$ cat config.mk
export PLATFORM = sky130hd
export DESIGN_NAME = servo_scheduler
export DESIGN_NICKNAME = d
export VERILOG_FILES = /design/src/rtl/servo_pkg.sv /design/src/rtl/servo_tick_gen.sv /design/src/rtl/servo_scheduler.sv
export SDC_FILE = /design/constraint.sdc
export NUM_CORES = 1
export LEC_CHECK = 0
export CORE_ASPECT_RATIO = 2
export CORE_MARGIN = 2
export CORE_UTILIZATION = 61
export DETAILED_ROUTE_END_ITERATION = 6
export GPL_ROUTABILITY_DRIVEN = 0
export PLACE_DENSITY = 0.79
export SLEW_MARGIN = 20
export SYNTH_ARGS = -nofsm -noshare
export SYNTH_HDL_FRONTEND = slang
export SYNTH_SLANG_ARGS = --single-unit
$ cat constraint.sdc
create_clock -name clk -period 4.2 [get_ports clk]
set_input_delay 0.42 -clock clk [delete_from_list [all_inputs] [get_ports clk]]
set_output_delay 0.42 -clock clk [all_outputs]
set_load 0.01 [all_outputs]
$ cat src/rtl/servo_pkg.sv
// rtl/servo_pkg.sv - servo scheduler defaults, pulse-width type and clamp helper
package servo_pkg;

  localparam int CLK_F_DEF    = 25;
  localparam int N_CH_DEF     = 8;
  localparam int FRAME_US_DEF = 20000;
  localparam int MIN_US_DEF   = 500;
  localparam int MAX_US_DEF   = 2500;

  typedef logic [15:0] pulse_t;

  // Zero stays zero so a channel can be switched off; anything else is forced into range.
  function automatic pulse_t clamp_pulse(input pulse_t w, input pulse_t min_us,
                                         input pulse_t max_us);
    pulse_t r;
    r = w;
    if (w == '0)
      r = '0;
    else if (w < min_us)
      r = min_us;
    else if (w > max_us)
      r = max_us;
    return r;
  endfunction

endpackage

$ cat src/rtl/servo_tick_gen.sv
// rtl/servo_tick_gen.sv - 1 us tick prescaler, cleared while enable is low
module servo_tick_gen #(
  parameter int CLK_F = 25
) (
  input  logic clk,
  input  logic resetn,
  input  logic enable,
  output logic tick
);

  localparam int PW = (CLK_F > 1) ? $clog2(CLK_F) : 1;

  logic [PW-1:0] prescaler;

  assign tick = enable && (prescaler == PW'(CLK_F - 1));

  always_ff @(posedge clk or negedge resetn) begin
    if (!resetn)
      prescaler <= '0;
    else if (!enable || tick)
      prescaler <= '0;
    else
      prescaler <= prescaler + 1'b1;
  end

endmodule

$ cat src/rtl/servo_scheduler.sv
// rtl/servo_scheduler.sv - time-division servo pulse scheduler with frame-coherent updates
module servo_scheduler
  import servo_pkg::*;
#(
  parameter int CLK_F   = CLK_F_DEF,
  parameter int N_CH    = N_CH_DEF,
  parameter int SLOT_US = FRAME_US_DEF / N_CH_DEF,
  parameter int MIN_US  = MIN_US_DEF,
  parameter int MAX_US  = MAX_US_DEF,
  localparam int CW     = (N_CH > 1) ? $clog2(N_CH) : 1
) (
  input  logic            clk,
  input  logic            resetn,
  input  logic            enable,
  input  logic            wr_valid,
  output logic            wr_ready,
  input  logic [CW-1:0]   wr_ch,
  input  logic [15:0]     wr_pulse,
  output logic [N_CH-1:0] control,
  output logic            frame_start
);

  localparam int UW = (SLOT_US > 1) ? $clog2(SLOT_US) : 1;

  logic            tick;
  logic [UW-1:0]   us_cnt;
  logic [CW-1:0]   slot;
  logic            slot_end;
  logic            commit;
  logic            enable_q;
  logic [N_CH-1:0] slot_hot;
  pulse_t          pending [N_CH];
  pulse_t          active  [N_CH];

  servo_tick_gen #(.CLK_F(CLK_F)) u_tick_gen (
    .clk    (clk),
    .resetn (resetn),
    .enable (enable),
    .tick   (tick)
  );

  assign slot_end = (us_cnt == UW'(SLOT_US - 1));
  assign commit   = tick && slot_end && (slot == CW'(N_CH - 1));
  // Blocking writes on the commit edge keeps a write from landing half in one frame.
  assign wr_ready = !commit;

  always_comb begin
    slot_hot       = '0;
    slot_hot[slot] = 1'b1;
  end

  always_ff @(posedge clk or negedge resetn) begin
    if (!resetn) begin
      us_cnt <= '0;
      slot   <= '0;
    end else if (!enable) begin
      us_cnt <= '0;
      slot   <= '0;
    end else if (tick) begin
      if (slot_end) begin
        us_cnt <= '0;
        slot   <= (slot == CW'(N_CH - 1)) ? '0 : slot + 1'b1;
      end else begin
        us_cnt <= us_cnt + 1'b1;
      end
    end
  end

  always_ff @(posedge clk or negedge resetn) begin
    if (!resetn) begin
      for (int i = 0; i < N_CH; i++) begin
        pending[i] <= '0;
        active[i]  <= '0;
      end
    end else begin
      if (wr_valid && wr_ready && ({1'b0, wr_ch} < (CW + 1)'(N_CH)))
        pending[wr_ch] <= clamp_pulse(wr_pulse, 16'(MIN_US), 16'(MAX_US));
      if (!enable || commit)
        active <= pending;
    end
  end

  always_ff @(posedge clk or negedge resetn) begin
    if (!resetn) begin
      control     <= '0;
      frame_start <= 1'b0;
      enable_q    <= 1'b0;
    end else begin
      enable_q    <= enable;
      frame_start <= commit || (enable && !enable_q);
      if (!enable)
        control <= '0;
      else if (tick)
        control <= (16'(us_cnt) < active[slot]) ? slot_hot : '0;
    end
  end

endmodule

==> summary.md, run 1 <==
| Metric | Value |
|---|---|
| Core Util, Final | `a little under 70%` |
| # Max-Cap Violations | `0` |
| Origin of the worst setup path | `slot[2]` |
| Synth Instances | `around 980` |
| Clock Power Share | `between 40 and 50%` |
| Worst hold slack | `a little over 0.4 ns` |
| Setup TNS | `0 ns` |
| DRT antenna net count | `0` |
| Worst Reg-to-Reg Cells | `12` |
| WP data required | `between 4 and 5 ns` |
| Pwr per Cell Area | `between 400 and 500 nW/um^2` |
| Setup slack, reg-to-reg | `0.69 ns` |
| GRT Overall Usage | `a little over a quarter` |
| Crit path DAT | `3.91 ns` |
| Period utilization | `83.6%` |
| Non-Filler Instances | `between 1k and 1.5k` |
| DRC Markers | `0` |
| Total Power | `6.01 mW` |
| Leak pwr | `between 6 and 7 nW` |
| Number of enable flip-flop cells after synthesis | `0` |
| Die H | `around 200 um` |
| Layout filler cell count | `1455` |
| # IOs | `33` |
| Asr flop ratio synth | `100%` |
| Vias | `7759` |
| Wire length of the first global-routing pass | `between 40000 and 50000 um` |
| Post-CTS setup-driven buffer insertion count | `0` |
| Sw Ratio | `22.7%` |
| Int Pwr | `4.64 mW` |
| Hold Path Class | `register to register` |
| Clock root cell | `clkbuf_16` |
| Starting density of the core | `between 60 and 70%` |
| Syn_nets | `around 1.0k` |
| Avg Inst Size Synth | `around 13 um^2` |
| H-tree depth | `1` |
| CP max FO | `21` |
| Full die area | `21300 um^2` |
| RSZ-0062 raised after global routing | `no` |
| CORE AREA | `slightly below 20000 um^2` |
| Netlist cell types | `66` |
| DP HPWL | `~18000 um` |
| Comb pwr share | `under 10%` |
| Worst-margin pin slew | `between 0.8 and 0.9 ns` |
| Die X | `between 100 and 150 um` |
| Main synth FF type | `dfrtp_1` |
| Final slew viol count | `0` |
| Drt first pass iters | `5` |
| RR Startpoint | `slot[2]` |
| Initial DRC Count | `about 550` |
| Sw power | `between 1 and 1.5 mW` |
| Sequential-to-total area share from yosys stat | `just under 60%` |
| Slew HR | `39.9%` |
| Site Rows | `73` |
| # nets final | `approximately 1.0k` |
| CTS resizes | `0` |
| CTS tree | `done` |
| Fin Clk Skew | `between 0.015 and 0.02 ns` |
| CTS max path bufs | `3` |
| Synth Register Bits | `286` |
| Layout cells sized above 1 | `19.3%` |
| Placed Cells | `1242` |
| Initial antenna violation count | `0` |
| Status | `finished, final reports clean` |
| FF-to-FF End | `control[6]` |
| Crit Path Class | `register to register` |
| Worst skew pair latency | `about 0.53 ns` |
| Fin area | `approximately 14000 um^2` |
| Post-Syn Area | `approximately 12000 um^2` |
| Worst setup slack after layout | `0.687 ns` |
| Min-delay src | `enable_q` |
| Hold path endpoint | `frame_start` |
| Wire length per cell | `roughly 21 um` |
| Grt total ovfl | `0` |
| CTS sink count | `286` |
| CTS clk-pin slew, worst paths | `~0.070 ns` |
| Yosys Warn Count | `0` |
| Final min period | `around 3.5 ns` |
| Synth-to-Final Area Change | `10.5%` |
| Pin count of the biggest net entering global routing | `approximately 110` |
| Area after DPL | `12700 um^2` |
| Endpoints failing setup | `0` |
| Diode count | `0` |
| Place WS | `just under 0.8 ns` |
| Flop pwr share | `approximately half` |
| Total CTS buffers | `24` |
| Crit. End Element | `register` |
| Crit start category | `register` |
| Fmax | `around 0.28 GHz` |
| Worst Hold Depth | `1` |
| DRT Wirelength | `roughly 27000 um` |
| I/O Buffers | `32` |
| DR vias/cell | `slightly above 6` |
| Hold Fails Final Rpt | `0` |
| Vias in the first global route | `roughly 8.3k` |
| VDD IR max | `0.381 mV` |
[cells in the final DEF (no fill, tap or decap), types with 7 or more instances in the layout]
| master | count |
|---|---|
| and2_1 | 34 |
| mux2_2 | 101 |
| clkbuf_16 | 25 |
| mux2i_1 | 19 |
| mux2_1 | 14 |
| nand2_1 | 121 |
| buf_4 | 17 |
| clkdlybuf4s50_1 | 31 |
| nand4_1 | 9 |
| dfrtp_1 | 285 |
| xor2_1 | 7 |
| o21ai_0 | 108 |
| nor2b_1 | 9 |
| a21oi_1 | 19 |
| nor2_1 | 41 |
| mux2_4 | 20 |
| ha_1 | 16 |
| nand3_1 | 18 |
[state kept, by name, summed over array words and instances (netlist names)]
| signal | flops |
|---|---|
| control | 8 |
| frame_start | 1 |
| u_tick_gen.prescaler | 5 |
| us_cnt | 12 |
| pending | 128 |
| enable_q | 1 |
| slot | 3 |
| active | 128 |
[layer usage]
metal / global-route usage (%) / vias up / routed length, um
li1: - / 3508 / -
met1: 32.0 / 3976 / 10400
met2: 49.1 / 210 / 14700
met3: 2.71 / 65 / 1070
met4: 10.8 / 0 / 1130
met5: 0 / - / 0
[cells by family (layout without fill, tap and decap cells)]
family          count (synthesis)  count (layout)  synth area share, %
buf+inv                        53              99                 3.68
flops                         286             286                 58.5
mux                           160             160                 15.7
fa+ha+maj                      16              16                 1.64
simple gates                  278             278                 11.5
xor+xnor                       13              13                0.931
compound gates                171             171                 8.06
[cells in the mapped netlist (7+ instances only)]
| library cell | n | area, um^2 |
|---|---|---|
| buf_4 | 7 | 52.6 |
| a21oi_1 | 19 | 95.1 |
| xor2_1 | 7 | 61.3 |
| o21ai_0 | 108 | 541 |
| clkbuf_1 | 11 | 41.3 |
| nor2_1 | 41 | 154 |
| buf_2 | 13 | 65.1 |
| nand4_1 | 9 | 56.3 |
| mux2i_1 | 19 | 190 |
| nor2b_1 | 9 | 56.3 |
| buf_12 | 11 | 220 |
| mux2_1 | 14 | 158 |
| ha_1 | 16 | 200 |
| and2_1 | 34 | 213 |
| mux2_4 | 20 | 300 |
| nand2_1 | 121 | 454 |
| dfrtp_1 | 286 | 7160 |
| mux2_2 | 101 | 1140 |
| nand3_1 | 18 | 90.1 |
[cell type report]
type	count	area, um^2	share of cell area, %
sequential	286	7160	52.9
multi-input combinational	638	4640	34.3
clock buffer	35	703	5.20
timing repair buffer	53	523	3.87
tap	262	328	2.42
clock inverter	7	160	1.18
inverter	4	15.0	0.111
[power by group through the flow]
stage | Combinational, mW | Sequential, mW | Clock [mW]
2_1_floorplan | 0.327 | 3.08 | 0
3_3_place_gp | 0.441 | 3.14 | 0
3_5_place_dp | 0.464 | 3.15 | 0
4_1_cts | 0.471 | 3.09 | 2.47
5_1_grt | 0.521 | 3.11 | 2.57
6_report | 0.465 | 3.10 | 2.45
[worst max-delay path, cell delays in order, from the launching register on]
cell,delay [ns]
dfrtp_1,0.76
buf_4,0.39
nor2b_1,0.34
a21oi_1,0.11
o21ai_0,0.15
a21oi_1,0.07
ha_1,0.32
nand2_1,0.05
o21ai_0,0.24
a41oi_1,0.08
o41a_1,0.47
o21bai_1,0.25
o21ai_0,0.14
[how the worst max path moves through the flow]
| stage | end | slack, ns |
|---|---|---|
| 6_report | control[6] | 0.69 |
| 5_1_grt | control[4] | 0.28 |
| 3_5_place_dp | control[4] | 0.78 |
| 2_1_floorplan | control[1] | 0.85 |
| 4_1_cts | control[4] | 0.72 |
| 3_3_place_gp | control[6] | 0.93 |
[what timing repair did]
action | CTS | global route
hold buffers | 1 | 0
endpoints found under the setup margin | 0 | 0
hold endpoints to repair | 15 | 0
(Power assumes the default switching activity.)
==> run 2: changes to the inputs <==
Settings changed: CORE_UTILIZATION 61 to 56, PLACE_DENSITY 0.79 to 0.76.
Clock period 4.2 ns to 3.1 ns, I/O delays scaled along.
==> run 2 against run 1 <==
  * Combinational power grew 39%
  * Flip-flop and latch count is the same
  * Setup slack got worse by 0.56 ns
  * Routed wire length is 1.3% lower
  * Final cell count increased by 2.9%
  * Design area is 1.5% higher
  * Critical path depth shrank 7
  * Clock skew fell by 0.0015 ns
  * Largest cell class unchanged
  * Power is 28% higher
  * First-iteration DRC count down 22%
  * Hold slack worse by 0.14 ns
==> summary.md, run 2 (synthesized netlist as in run 1, its figures left out) <==
| Metric | Value |
|---|---|
| Commonest cells after routing, fill and taps aside | `283 x dfrtp_1, 121 x nand2_1, 105 x o21ai_0` |
| Leak pwr | `6.44 nW (+1.8%)` |
| Die H | `213 um (+4.3%)` |
| Critical-path cell list | `ha_1, or4b_4, nor4_4, nand4_4, clkdlybuf4s50_1` |
| Fin Clk Skew | `0.0160 ns (-0.00145 ns)` |
| Diode count | `0 (unchanged)` |
| Critical path's largest stage delay | `0.52 ns (-0.24 ns)` |
| Full die area | `23100 um^2 (+8.7%)` |
| # Max-Cap Violations | `0 (unchanged)` |
| Comb pwr share | `8.4% (+0.7 points)` |
| Most common library cell in the layout ignoring fill and taps | `dfrtp_1` |
| Starting density of the core | `56.9% (-4.8 points)` |
| Place WS | `0.0510 ns (-0.733 ns)` |
| Pin count of the biggest net entering global routing | `107 (-4.5%)` |
| CTS tree | `done` |
| DRC Markers | `0 (unchanged)` |
| Period utilization | `a little over nine tenths` |
| Worst setup slack after layout | `0.125 ns (-0.562 ns)` |
| DRT Wirelength | `26900 um (-1.3%)` |
| Initial DRC Count | `434 (-22%)` |
| Status | `finished, final reports clean` |
| Sw Ratio | `23.5% (+0.80 points)` |
| Site Rows | `76 (+4.1%)` |
| Crit Path Class | `register to output port` |
| Non-Filler Instances | `1322 (+2.9%)` |
| GRT Overall Usage | `24.8% (-1.9 points)` |
| # nets final | `1074 (+2.7%)` |
| Int Pwr | `5.87 mW (+27%)` |
| Endpoints failing setup | `0 (unchanged)` |
| Drt first pass iters | `5 (unchanged)` |
| Final min period | `between 2 and 3 ns` |
| H-tree depth | `1 (unchanged)` |
| Pwr per Cell Area | `560 nW/um^2 (+26%)` |
| Worst skew pair latency | `0.53 ns (about the same)` |
| Hold Fails Final Rpt | `0 (unchanged)` |
| Vias | `7737 (-0.28%)` |
| CORE AREA | `21500 um^2 (+8.4%)` |
| Initial antenna violation count | `0 (unchanged)` |
| Flop pwr share | `54.6% (+3.0 points)` |
| VDD IR max | `0.387 mV (+1.5%)` |
| CTS sink count | `286 (unchanged)` |
| WP data required | `2.79 ns (-1.81 ns)` |
| Synth-to-Final Area Change | `12.2%` |
| Slew HR | `50.8% (+11 points)` |
| CTS clk-pin slew, worst paths | `0.07 ns (about the same)` |
| Hold Path Class | `input pin to async pin` |
| Final slew viol count | `0 (unchanged)` |
| Vias in the first global route | `8111 (-2.1%)` |
| Layout cells sized above 1 | `21.6% (+2.4 points)` |
| Crit start category | `register` |
| DP HPWL | `18800 um (+3.6%)` |
| DRT antenna net count | `0 (unchanged)` |
| Sw power | `1.81 mW (+32%)` |
| Biggest regs | `active x128, pending x128, us_cnt x12` |
| Total Power | `7.68 mW (+28%)` |
| Clock Power Share | `37.0% (-3.7 points)` |
| Crit. End Element | `output port` |
| Die X | `109 um (+4.2%)` |
| Worst hold slack | `0.277 ns (-0.138 ns)` |
| Placed Cells | `1281 (+3.1%)` |
| CTS max path bufs | `3 (unchanged)` |
| Wire length of the first global-routing pass | `43500 um (-2.2%)` |
| # IOs | `33 (unchanged)` |
| Worst-margin pin slew | `0.729 ns (-0.170 ns)` |
| Grt total ovfl | `0 (unchanged)` |
| Wire length per cell | `20.4 um (-4.0%)` |
| Fmax | `between 0.3 and 0.4 GHz` |
| I/O Buffers | `32 (unchanged)` |
| Clock root cell | `clkbuf_16` |
| Crit path DAT | `2.67 ns (-1.24 ns)` |
| CP max FO | `5 (-76%)` |
| Critical path's slowest cell | `clkdlybuf4s50_1` |
| Layout filler cell count | `1687 (+16%)` |
| Total CTS buffers | `23 (-4.2%)` |
| DR vias/cell | `5.85 (-3.1%)` |
==> run 2: cell types whose count changed in the layout (fill, tap and decap cells not counted), sizes merged <==
| cell | previous run | this run |
|---|---|---|
| clkbuf | 35 | 36 |
| bufinv | 5 | 1 |
| inv | 4 | 5 |
| buf | 21 | 50 |
| clkinv | 2 | 1 |
==> run 2: layer usage <==
| layer | share of wire, % | wire length (um) | vias up | track usage, % |
|---|---|---|---|---|
| met1 | 38 | 10300 | 3934 | 29.4 |
| met3 | 3.6 | 967 | 67 | 2.84 |
| met5 | 0 | 0 | - | 0 |
| met4 | 4.9 | 1310 | 0 | 12.3 |
| met2 | 53 | 14300 | 174 | 44.0 |
| li1 | - | - | 3562 | - |
==> run 2: power groups by stage <==
stage / Clock, mW / Sequential, mW / Combinational (mW)
2_1_floorplan: 0 / 4.17 / 0.443
3_3_place_gp: 0 / 4.25 / 0.618
3_5_place_dp: 0 / 4.26 / 0.643
4_1_cts: 2.87 / 4.19 / 0.649
5_1_grt: 3.01 / 4.22 / 0.726
6_report: 2.84 / 4.20 / 0.646
==> run 2: final timing paths <==
check / cells after the start / end / startpoint / slack (ns)
min in group clk: 1 / frame_start / enable_q / 0.43
hold reg to reg: 1 / frame_start / enable_q / 0.43
max in group asynchronous: 3 / active[118] / resetn / 1.90
setup reg to reg: 11 / control[0] / slot[0] / 0.17
setup / recovery: 5 / wr_ready / us_cnt[0] / 0.12
hold / removal: 2 / pending[15] / resetn / 0.28
==> run 2: critical path, delay by kind of cell, from the launching register on <==
kind                     cells  cell delay (ns)
AND/OR/NAND/NOR              3             0.97
adder cells (fa/ha/maj)      1             0.22
buffers and inverters        1             0.52
flip-flops                   1             0.43
==> run 2: cell type report <==
| class | count | area [um^2] | share of cell area, % |
|---|---|---|---|
| Sequential cell | 286 | 7160 | 52.2 |
| Timing Repair Buffer | 82 | 840 | 6.12 |
| Multi-Input combinational cell | 638 | 4660 | 34.0 |
| Tap cell | 273 | 342 | 2.49 |
| Inverter | 4 | 15.0 | 0.109 |
| Clock inverter | 3 | 43.8 | 0.319 |
| Clock buffer | 36 | 664 | 4.84 |
==> run 2: what timing repair did <==
item | in CTS | in global routing
pin swaps | 1 | 2
hold endpoints to repair | 48 | 0
endpoints found under the setup margin | 3 | 8
resized for setup | 2 | 12
buffers inserted | 1 | 0
hold buffers | 1 | 0
cloned | 0 | 0
==> run 2: per-stage QoR <==
stage	setup TNS [ns]	util, %	instance area [um^2]
global route	-0.180	63.9	13700
global placement	0	60.3	13000
CTS	0	63.7	13700
floorplan	0	-	12200
finish	0	63.9	13700
detailed placement	0	60.3	13000
